**src/rtl/edit_mode_ctrl.sv**
```systemverilog
// Manual-edit sequencer for the time/date counter chain: RUN/EDIT state, field select,
// view select, registered inc/dec strobes and an idle timeout. Define AUTO_REPEAT_EN for hold-repeat.
module edit_mode_ctrl #(
  parameter int unsigned TIMEOUT_MS      = 10000,
  parameter int unsigned REPEAT_DELAY_MS = 500,
  parameter int unsigned REPEAT_RATE_MS  = 100
) (
  input  logic       clk,
  input  logic       rst_n,
  input  logic       tick_ms,
  input  logic       mode_p,
  input  logic       sel_p,
  input  logic       view_p,
  input  logic       up_p,
  input  logic       down_p,
  input  logic       up_held,
  input  logic       down_held,
  output logic       set_mode,
  output logic [1:0] field_sel,
  output logic       display_sel,
  output logic       inc_p,
  output logic       dec_p,
  output logic       timeout_p
);

  localparam logic [0:0] StRun  = 1'b0;
  localparam logic [0:0] StEdit = 1'b1;

  localparam logic [15:0] TimeoutLast = 16'(TIMEOUT_MS - 1);

  if (TIMEOUT_MS < 2 || TIMEOUT_MS > 65536 ||
      REPEAT_DELAY_MS < 1 || REPEAT_DELAY_MS > 65535 ||
      REPEAT_RATE_MS < 1 || REPEAT_RATE_MS > 65535) begin : g_bad_cfg
    $error("edit_mode_ctrl: timing parameter out of range");
  end

  logic [0:0]  state_q, state_d;
  logic [1:0]  field_q, field_d;
  logic        view_q, view_d;
  logic        inc_q, inc_d;
  logic        dec_q, dec_d;
  logic        to_q, to_d;
  logic [15:0] idle_q, idle_d;

  logic        rep_inc, rep_dec;
  logic        activity;

  // Held levels count as activity so a long press never times out.
  assign activity = mode_p | sel_p | view_p | up_p | down_p | up_held | down_held;

`ifdef AUTO_REPEAT_EN
  localparam logic [15:0] DelayTicks = 16'(REPEAT_DELAY_MS);
  localparam logic [15:0] RateTicks  = 16'(REPEAT_RATE_MS);

  logic        armed_q, armed_d;
  logic        dir_up_q, dir_up_d;
  logic        first_q, first_d;
  logic [15:0] cnt_q, cnt_d;
  logic [15:0] cnt_nx;
  logic        held_ok;

  assign held_ok = dir_up_q ? (up_held & ~down_held) : (down_held & ~up_held);
  assign cnt_nx  = cnt_q + 16'd1;

  // A press arms the repeater; ticks are then counted while only that button stays held.
  always_comb begin
    armed_d  = armed_q;
    dir_up_d = dir_up_q;
    first_d  = first_q;
    cnt_d    = cnt_q;
    rep_inc  = 1'b0;
    rep_dec  = 1'b0;
    if (state_q != StEdit || mode_p || sel_p || (up_p & down_p)) begin
      armed_d = 1'b0;
      first_d = 1'b0;
      cnt_d   = '0;
    end else if (up_p ^ down_p) begin
      armed_d  = 1'b1;
      dir_up_d = up_p;
      first_d  = 1'b0;
      cnt_d    = '0;
    end else if (armed_q) begin
      if (!held_ok) begin
        armed_d = 1'b0;
        first_d = 1'b0;
        cnt_d   = '0;
      end else if (tick_ms) begin
        if (cnt_nx == (first_q ? RateTicks : DelayTicks)) begin
          rep_inc = dir_up_q;
          rep_dec = ~dir_up_q;
          first_d = 1'b1;
          cnt_d   = '0;
        end else begin
          cnt_d = cnt_nx;
        end
      end
    end
  end

  always_ff @(posedge clk or negedge rst_n) begin
    if (!rst_n) begin
      armed_q  <= 1'b0;
      dir_up_q <= 1'b0;
      first_q  <= 1'b0;
      cnt_q    <= '0;
    end else begin
      armed_q  <= armed_d;
      dir_up_q <= dir_up_d;
      first_q  <= first_d;
      cnt_q    <= cnt_d;
    end
  end
`else
  assign rep_inc = 1'b0;
  assign rep_dec = 1'b0;
`endif

  always_comb begin
    state_d = state_q;
    field_d = field_q;
    view_d  = view_q;
    inc_d   = 1'b0;
    dec_d   = 1'b0;
    to_d    = 1'b0;
    idle_d  = '0;
    unique case (state_q)
      StRun: begin
        if (mode_p) begin
          state_d = StEdit;
          field_d = 2'b01;
        end else if (view_p) begin
          view_d = ~view_q;
        end
      end
      StEdit: begin
        if (mode_p) begin
          state_d = StRun;
          field_d = 2'b00;
        end else begin
          if (sel_p) begin
            field_d = (field_q == 2'b11) ? 2'b01 : field_q + 2'b01;
          end
          inc_d = (up_p & ~down_p) | rep_inc;
          dec_d = (down_p & ~up_p) | rep_dec;
          if (!activity && tick_ms) begin
            if (idle_q == TimeoutLast) begin
              state_d = StRun;
              field_d = 2'b00;
              to_d    = 1'b1;
            end else begin
              idle_d = idle_q + 16'd1;
            end
          end else if (!activity) begin
            idle_d = idle_q;
          end
        end
      end
      default: begin
        state_d = StRun;
        field_d = 2'b00;
      end
    endcase
  end

  always_ff @(posedge clk or negedge rst_n) begin
    if (!rst_n) begin
      state_q <= StRun;
      field_q <= 2'b00;
      view_q  <= 1'b0;
      inc_q   <= 1'b0;
      dec_q   <= 1'b0;
      to_q    <= 1'b0;
      idle_q  <= '0;
    end else begin
      state_q <= state_d;
      field_q <= field_d;
      view_q  <= view_d;
      inc_q   <= inc_d;
      dec_q   <= dec_d;
      to_q    <= to_d;
      idle_q  <= idle_d;
    end
  end

  assign set_mode    = (state_q == StEdit);
  assign field_sel   = field_q;
  assign display_sel = view_q;
  assign inc_p       = inc_q;
  assign dec_p       = dec_q;
  assign timeout_p   = to_q;

endmodule

```
**config.mk**
```make
export PLATFORM = sky130hd
export DESIGN_NAME = edit_mode_ctrl
export DESIGN_NICKNAME = d
export VERILOG_FILES = /design/src/rtl/edit_mode_ctrl.sv
export SDC_FILE = /design/constraint.sdc
export NUM_CORES = 1
export LEC_CHECK = 0
export BUFFER_PORTS_ARGS = -buffer_cell sky130_fd_sc_hd__clkbuf_2
export CAP_MARGIN = 10
export CORE_MARGIN = 3
export CORE_UTILIZATION = 60
export DETAILED_ROUTE_END_ITERATION = 12
export HOLD_SLACK_MARGIN = 0.03
export PLACE_DENSITY = 0.91
export REMOVE_ABC_BUFFERS = 1
export SLEW_MARGIN = 20
export SYNTH_ARGS = -nofsm -noshare
export SYNTH_HDL_FRONTEND = slang
export SYNTH_SLANG_ARGS = --single-unit
export TNS_END_PERCENT = 100
```
**constraint.sdc**
```tcl
create_clock -name clk -period 4.9 [get_ports clk]
set_input_delay 0.735 -clock clk [delete_from_list [all_inputs] [get_ports clk]]
set_output_delay 0.735 -clock clk [all_outputs]
set_load 0.05 [all_outputs]
```
==> results of run 1 <==
==> per-stage QoR <==
step	instance area (um2)	setup slack (ns)	instances
6_report	1370	2.75	178
3_5_place_dp	1350	2.42	174
2_1_floorplan	1230	2.84	133
4_1_cts	1370	2.76	178
3_3_place_gp	1350	2.54	174
5_1_grt	1370	2.54	178
==> area by class of cell <==
| type | instances | area (um2) |
|---|---|---|
| repair buffers | 16 | 80.1 |
| flip-flops and latches | 23 | 576 |
| multi-input cells | 104 | 636 |
| well taps | 25 | 31.3 |
| fillers | 151 | 468 |
| inverters | 6 | 22.5 |
| clock buffers | 4 | 26.3 |
==> power groups by stage <==
stage / registers [mW] / clock network, mW / logic, mW
finish: 0.205 / 0.0858 / 0.0672
global route: 0.206 / 0.0965 / 0.0716
CTS: 0.205 / 0.0880 / 0.0678
detailed placement: 0.209 / 0 / 0.0675
global placement: 0.208 / 0 / 0.0652
floorplan: 0.236 / 0 / 0.0169
==> cells by family (layout without fill, tap and decap cells) <==
group / count (synthesis) / in the layout / share of synthesized area
AO/OA/AOI/OAI: 29 / 29 / 0.141
XOR/XNOR: 8 / 8 / 0.0565
adder cells (fa/ha/maj): 2 / 2 / 0.0202
buffers and inverters: 8 / 26 / 0.0242
flip-flops: 23 / 23 / 0.464
multiplexers: 1 / 1 / 0.0121
AND/OR/NAND/NOR: 64 / 64 / 0.282
==> worst paths after layout <==
check	start	to	slack (ns)
min reg2reg	display_sel	display_sel	0.52
max reg2reg	idle_q[7]	set_mode	2.79
min in group clk	display_sel	display_sel	0.52
min	rst_n	display_sel	0.39
max in group asynchronous	rst_n	inc_p	4.14
max	up_p	idle_q[7]	2.75
==> flip-flops by register name (all words and copies together) (netlist names) <==
register / cells
field_sel: 2
dec_p: 1
set_mode: 1
display_sel: 1
idle_q: 16
inc_p: 1
timeout_p: 1
==> cells in the final DEF, fill, tap and decap left out, drive strengths merged <==
| cell type | count |
|---|---|
| or4 | 2 |
| nand3 | 4 |
| nor4 | 2 |
| nor3 | 3 |
| nand4 | 4 |
| nand2b | 4 |
| o211ai | 2 |
| xor2 | 6 |
| or3 | 3 |
| inv | 6 |
| nand2 | 11 |
| ha | 2 |
| a41oi | 1 |
| o2bb2ai | 1 |
| clkbuf | 20 |
| and3 | 2 |
| a31oi | 1 |
| o311ai | 2 |
| a22oi | 1 |
| or4b | 2 |
| dfrtp | 23 |
| xnor2 | 2 |
| o21ai | 8 |
| nand4bb | 1 |
| nor2 | 23 |
| o2111ai | 1 |
| nand3b | 1 |
| a21oi | 10 |
| o22ai | 2 |
| nor3b | 2 |
| mux2 | 1 |
==> layer usage <==
layer / vias to the layer above / part of all wire / global-route usage
li1: 527 / - / -
met1: 523 / 0.47 / 0.296
met2: 30 / 0.48 / 0.347
met3: 6 / 0.046 / 0.0350
met4: 0 / 0.011 / 0.109
met5: - / 0 / 0
==> critical path, stage by stage <==
cell and delay [ns]:
clkbuf_2 0.09, nor4_1 0.36, nand3_1 0.51, o21ai_0 0.40, xor2_1 0.19, nor2_1 0.05
==> flow_summary_export.csv, run 1 <==
group,metric,value,unit
run_status,status,"finished clean",
routing,vias_per_cell,6.10,
worst_setup_path,reg2reg_depth,5,
worst_setup_path,crit_fanout,16,
placed_design,place_congestion,0.903,
yosys,postSynthCellCount,135,
timing,hold_ws,0.392,ns
pwr,ir_worst_vdd,248,uV
timing,finalMaxSlewViolations,0,
timing,fin_skew,0.00587,ns
worst_setup_path,end_kind,"flop",
routing,routedWlPerCell,14.1,um
worst_setup_path,crit_type,"in -> reg",
cts,ctsLongestPathBuffers,2,
final_layout,fin_nets,166,
placed_design,portBuffers,16,
floorplanning,start_util,0.675,
worst_setup_path,crit_required,5.11,ns
worst_setup_path,crit_path_start_kind,"primary input",
cts,cts_num_sinks,23,
yosys,synth-async-reset-ratio,1.00,
pwr,p_leak,0.561,nW
yosys,ys_top_cells_by_area,"dfrtp_1 46%, nor2_1 6.7%, xor2_1 4.2%",
global_routing,grt_pass1_wl,4.49,mm
pwr,seqPwrFrac,0.573,
floorplanning,fp-row-count,15,
cts,cts_resized,0,
floorplanning,die_x,51.5,um
yosys,synth_edf_count,0,
pwr,p_int,0.248,mW
routing,vias,1086,
timing,setup_viol_count_final,0,
timing,finalHoldViolCount,0,
timing,worst_pin_slew,0.597,ns
timing,tns,0,ns
pwr,finalPower,0.358,mW
cts,cts_made_buffers,3,
routing,drtIter0Drc,33,
yosys,synth_area,1240,um2
routing,antenna_left,0,
floorplanning,core,1840,um2
final_layout,utilization,0.746,
global_routing,antenna_found_initial,0,
timing,finalCritPeriodShare,0.439,
worst_hold_path,hold_path_class,"in -> async",
placed_design,hpwl,1.83,mm
pwr,power_frac_comb,0.187,
yosys,synth.avg_cell_area,9.19,um2
yosys,synth_largest_area_cell,"dfrtp_1",
final_layout,antenna_cells,0,
routing,remaining_drc_errors,0,
cts,cts-root-buf,"clkbuf_4",
yosys,synth_common_cells,"23 x dfrtp_1, 22 x nor2_1, 11 x nand2_1",
pwr,power_switching,0.111,mW
yosys,ys_types,35,
final_layout,area_growth,10.5,%
cts,cts_setup_buffers,0,
yosys,yosysWarnings,0,
timing,max_freq,0.465,GHz
yosys,synth-seq-area-share,0.464,
global_routing,grt_pass1_vias,1068,
final_layout,drive_gt1_frac,0.157,
routing,routed_wl,2.50,mm
pwr,swShare,0.308,
floorplanning,dieArea,2650,um2
timing,slew_headroom,0.601,
cts,path_clk_slew,0.12,ns
cts,cts_tree,"built",
global_routing,grtUsageTotal,0.222,
global_routing,gr-total-overflow,0,
floorplanning,ios,17,
run,cap_violations,0,
yosys,post-synth-top-count-cell,"dfrtp_1",
floorplanning,die_y,51.5,um
yosys,synth_top_area_share,0.464,
pwr,p_clk_frac,0.239,
timing,fin_crit,2.15,ns
timing,rsz0062_at_grt,"false",
cts,clock_latency,0.31,ns
yosys,synth-seq-cells,23,
cts,cts-hold-fix-buffers,0,
routing,firstDrtPassIters,4,
yosys,ys.flop_type,"dfrtp_1",
pwr,power_density,261,nW/um2
cts,h-tree-depth,1,
worst_setup_path,crit_arrival,2.36,ns
global_routing,grt_max_degree,24,
Note: power is estimated with default switching activity, not from simulation.
==> run 2: changes to the inputs <==
CORE_UTILIZATION = 55   (was 60)
PLACE_DENSITY = 0.85   (was 0.91)
clock period = 2.1 ns   (was 4.9 ns; I/O delays follow)
==> flow_summary_export.csv, run 2 (synthesis results as in run 1) <==
group,metric,value,unit
run_status,status,"finished clean",
final_layout,stdcell_area,1440,um2
floorplanning,fp-row-count,16,
routing,vias,1130,
pwr,p_int,0.578,mW
timing,max_freq,0.487,GHz
global_routing,grtUsageTotal,0.235,
cts,cts_made_buffers,3,
worst_setup_path,end_kind,"flop",
floorplanning,ios,17,
worst_setup_path,crit_arrival,2.27,ns
run,cap_violations,0,
global_routing,grt_pass1_vias,1063,
worst_hold_path,hold_path_class,"in -> reg",
pwr,power_switching,0.273,mW
timing,setup_viol_count_final,0,
final_layout,largest_reg_flops,16,
floorplanning,die_x,53.5,um
cts,clock_latency,0.32,ns
routing,firstDrtPassIters,4,
global_routing,grt_max_degree,24,
placed_design,hpwl,2.16,mm
cts,path_clk_slew,0.13,ns
final_layout,regMostFlops,"idle_q",
cts,h-tree-depth,1,
routing,drtIter0Drc,27,
timing,fin_crit,2.05,ns
global_routing,grt_pass1_wl,4.75,mm
routing,routed_wl,2.90,mm
placed_design,dpl-instance-area,1390,um2
timing,worst_pin_slew,0.581,ns
pwr,seqPwrFrac,0.561,
worst_setup_path,cp_slowest_cell,"or4_4",
cts,cts_num_sinks,23,
routing,remaining_drc_errors,0,
final_layout,final_common_cell,"dfrtp_1",
routing,antenna_left,0,
pwr,power_frac_comb,0.191,
floorplanning,dieArea,2860,um2
final_layout,fin_nets,174,
floorplanning,die_y,53.5,um
timing,finalHoldViolCount,0,
routing,vias_per_cell,6.01,
final_layout,area_growth,16.1,%
timing,fin_skew,0.0110,ns
worst_setup_path,crit_required,2.31,ns
cts,cts_tree,"built",
pwr,p_clk_frac,0.248,
pwr,finalPower,0.851,mW
floorplanning,start_util,0.608,
pwr,ir_worst_vdd,556,uV
pwr,swShare,0.320,
placed_design,portBuffers,16,
final_layout,drive_gt1_frac,0.205,
pwr,p_leak,0.607,nW
placed_design,dp.cells,182,
global_routing,antenna_found_initial,0,
routing,routedWlPerCell,15.4,um
timing,slew_headroom,0.613,
floorplanning,core,2040,um2
pwr,power_density,590,nW/um2
final_layout,antenna_cells,0,
timing,finalMaxSlewViolations,0,
worst_setup_path,startpoint,"idle_q[14]",
worst_setup_path,worst_path_largest_cell_delay,0.56,ns
final_layout,fin_cells,188,
cts,cts-root-buf,"clkbuf_4",
worst_hold_path,min-delay-start,"up_p",
timing,hold_ws,0.162,ns
worst_setup_path,crit_type,"reg -> reg",
worst_setup_path,crit_path_start_kind,"flop",
global_routing,gr-total-overflow,0,
final_layout,num-fill-cells,169,
timing,finalCritPeriodShare,0.978,
worst_setup_path,reg2reg_from,"idle_q[14]",
cts,ctsLongestPathBuffers,2,
placed_design,place_congestion,0.848,
worst_setup_path,crit_fanout,5,
worst_setup_path,path_cells,"or4b_4 > or4_4 > nor2_2 > nor2_1 > mux2_4",
final_layout,final_cell_mix,"23 x dfrtp_1, 22 x nor2_1, 16 x clkbuf_2",
==> run 2: final timing paths <==
check                         endpoint  slack [ns]  depth (start not counted)
setup / recovery              set_mode        0.05                          5
hold / removal                   dec_p        0.16                          2
setup reg to reg              set_mode        0.05                          5
hold reg to reg            display_sel        0.49                          1
max in group asynchronous  display_sel        1.21                          2
min in group asynchronous    idle_q[2]        0.50                          2
==> run 2: cell type report <==
| cell class | instances | area, um2 | share of cell area |
|---|---|---|---|
| Clock buffer | 3 | 22.5 | 0.0156 |
| Clock inverter | 1 | 5.00 | 0.00347 |
| Inverter | 6 | 22.5 | 0.0156 |
| Multi-Input combinational cell | 104 | 639 | 0.444 |
| Sequential cell | 23 | 576 | 0.399 |
| Tap cell | 27 | 33.8 | 0.0234 |
| Timing Repair Buffer | 24 | 143 | 0.0990 |
==> run 2: routing by layer <==
metal / vias to the layer above / part of all wire / GRT usage
li1: 541 / - / -
met1: 526 / 0.41 / 0.290
met2: 57 / 0.50 / 0.394
met3: 6 / 0.071 / 0.0282
met4: 0 / 0.024 / 0.132
met5: - / 0 / 0
==> run 2: critical path: cells and delay by family, from the launching register on <==
kind / cells / cell delay [ns]
and+or+nand+nor: 4 / 1.22
muxes: 1 / 0.26
DFF: 1 / 0.45
==> run 2: stage by stage <==
stage	util	TNS, ns	setup WS [ns]
6_report	0.706	0	0.0453
5_1_grt	0.706	-0.0000866	-0.0000866
4_1_cts	0.700	0	0.0326
3_5_place_dp	0.682	0	0.0505
3_3_place_gp	0.682	0	0.100
2_1_floorplan	-	0	0.0970
==> run 2: repair_timing <==
action,CTS,global route
setup buffers,0,1
endpoints found under the setup margin,0,1
hold buffers,1,0
hold endpoints to repair,23,0
gates resized for setup,0,1
==> run 2: power by group through the flow <==
stage                     combinational, mW  sequential (mW)  clock, mW
after floorplan                      0.0394            0.551          0
after global placement                0.156            0.485          0
after detailed placement              0.161            0.487          0
after CTS                             0.163            0.478      0.216
after global routing                  0.174            0.479      0.231
final                                 0.162            0.478      0.211
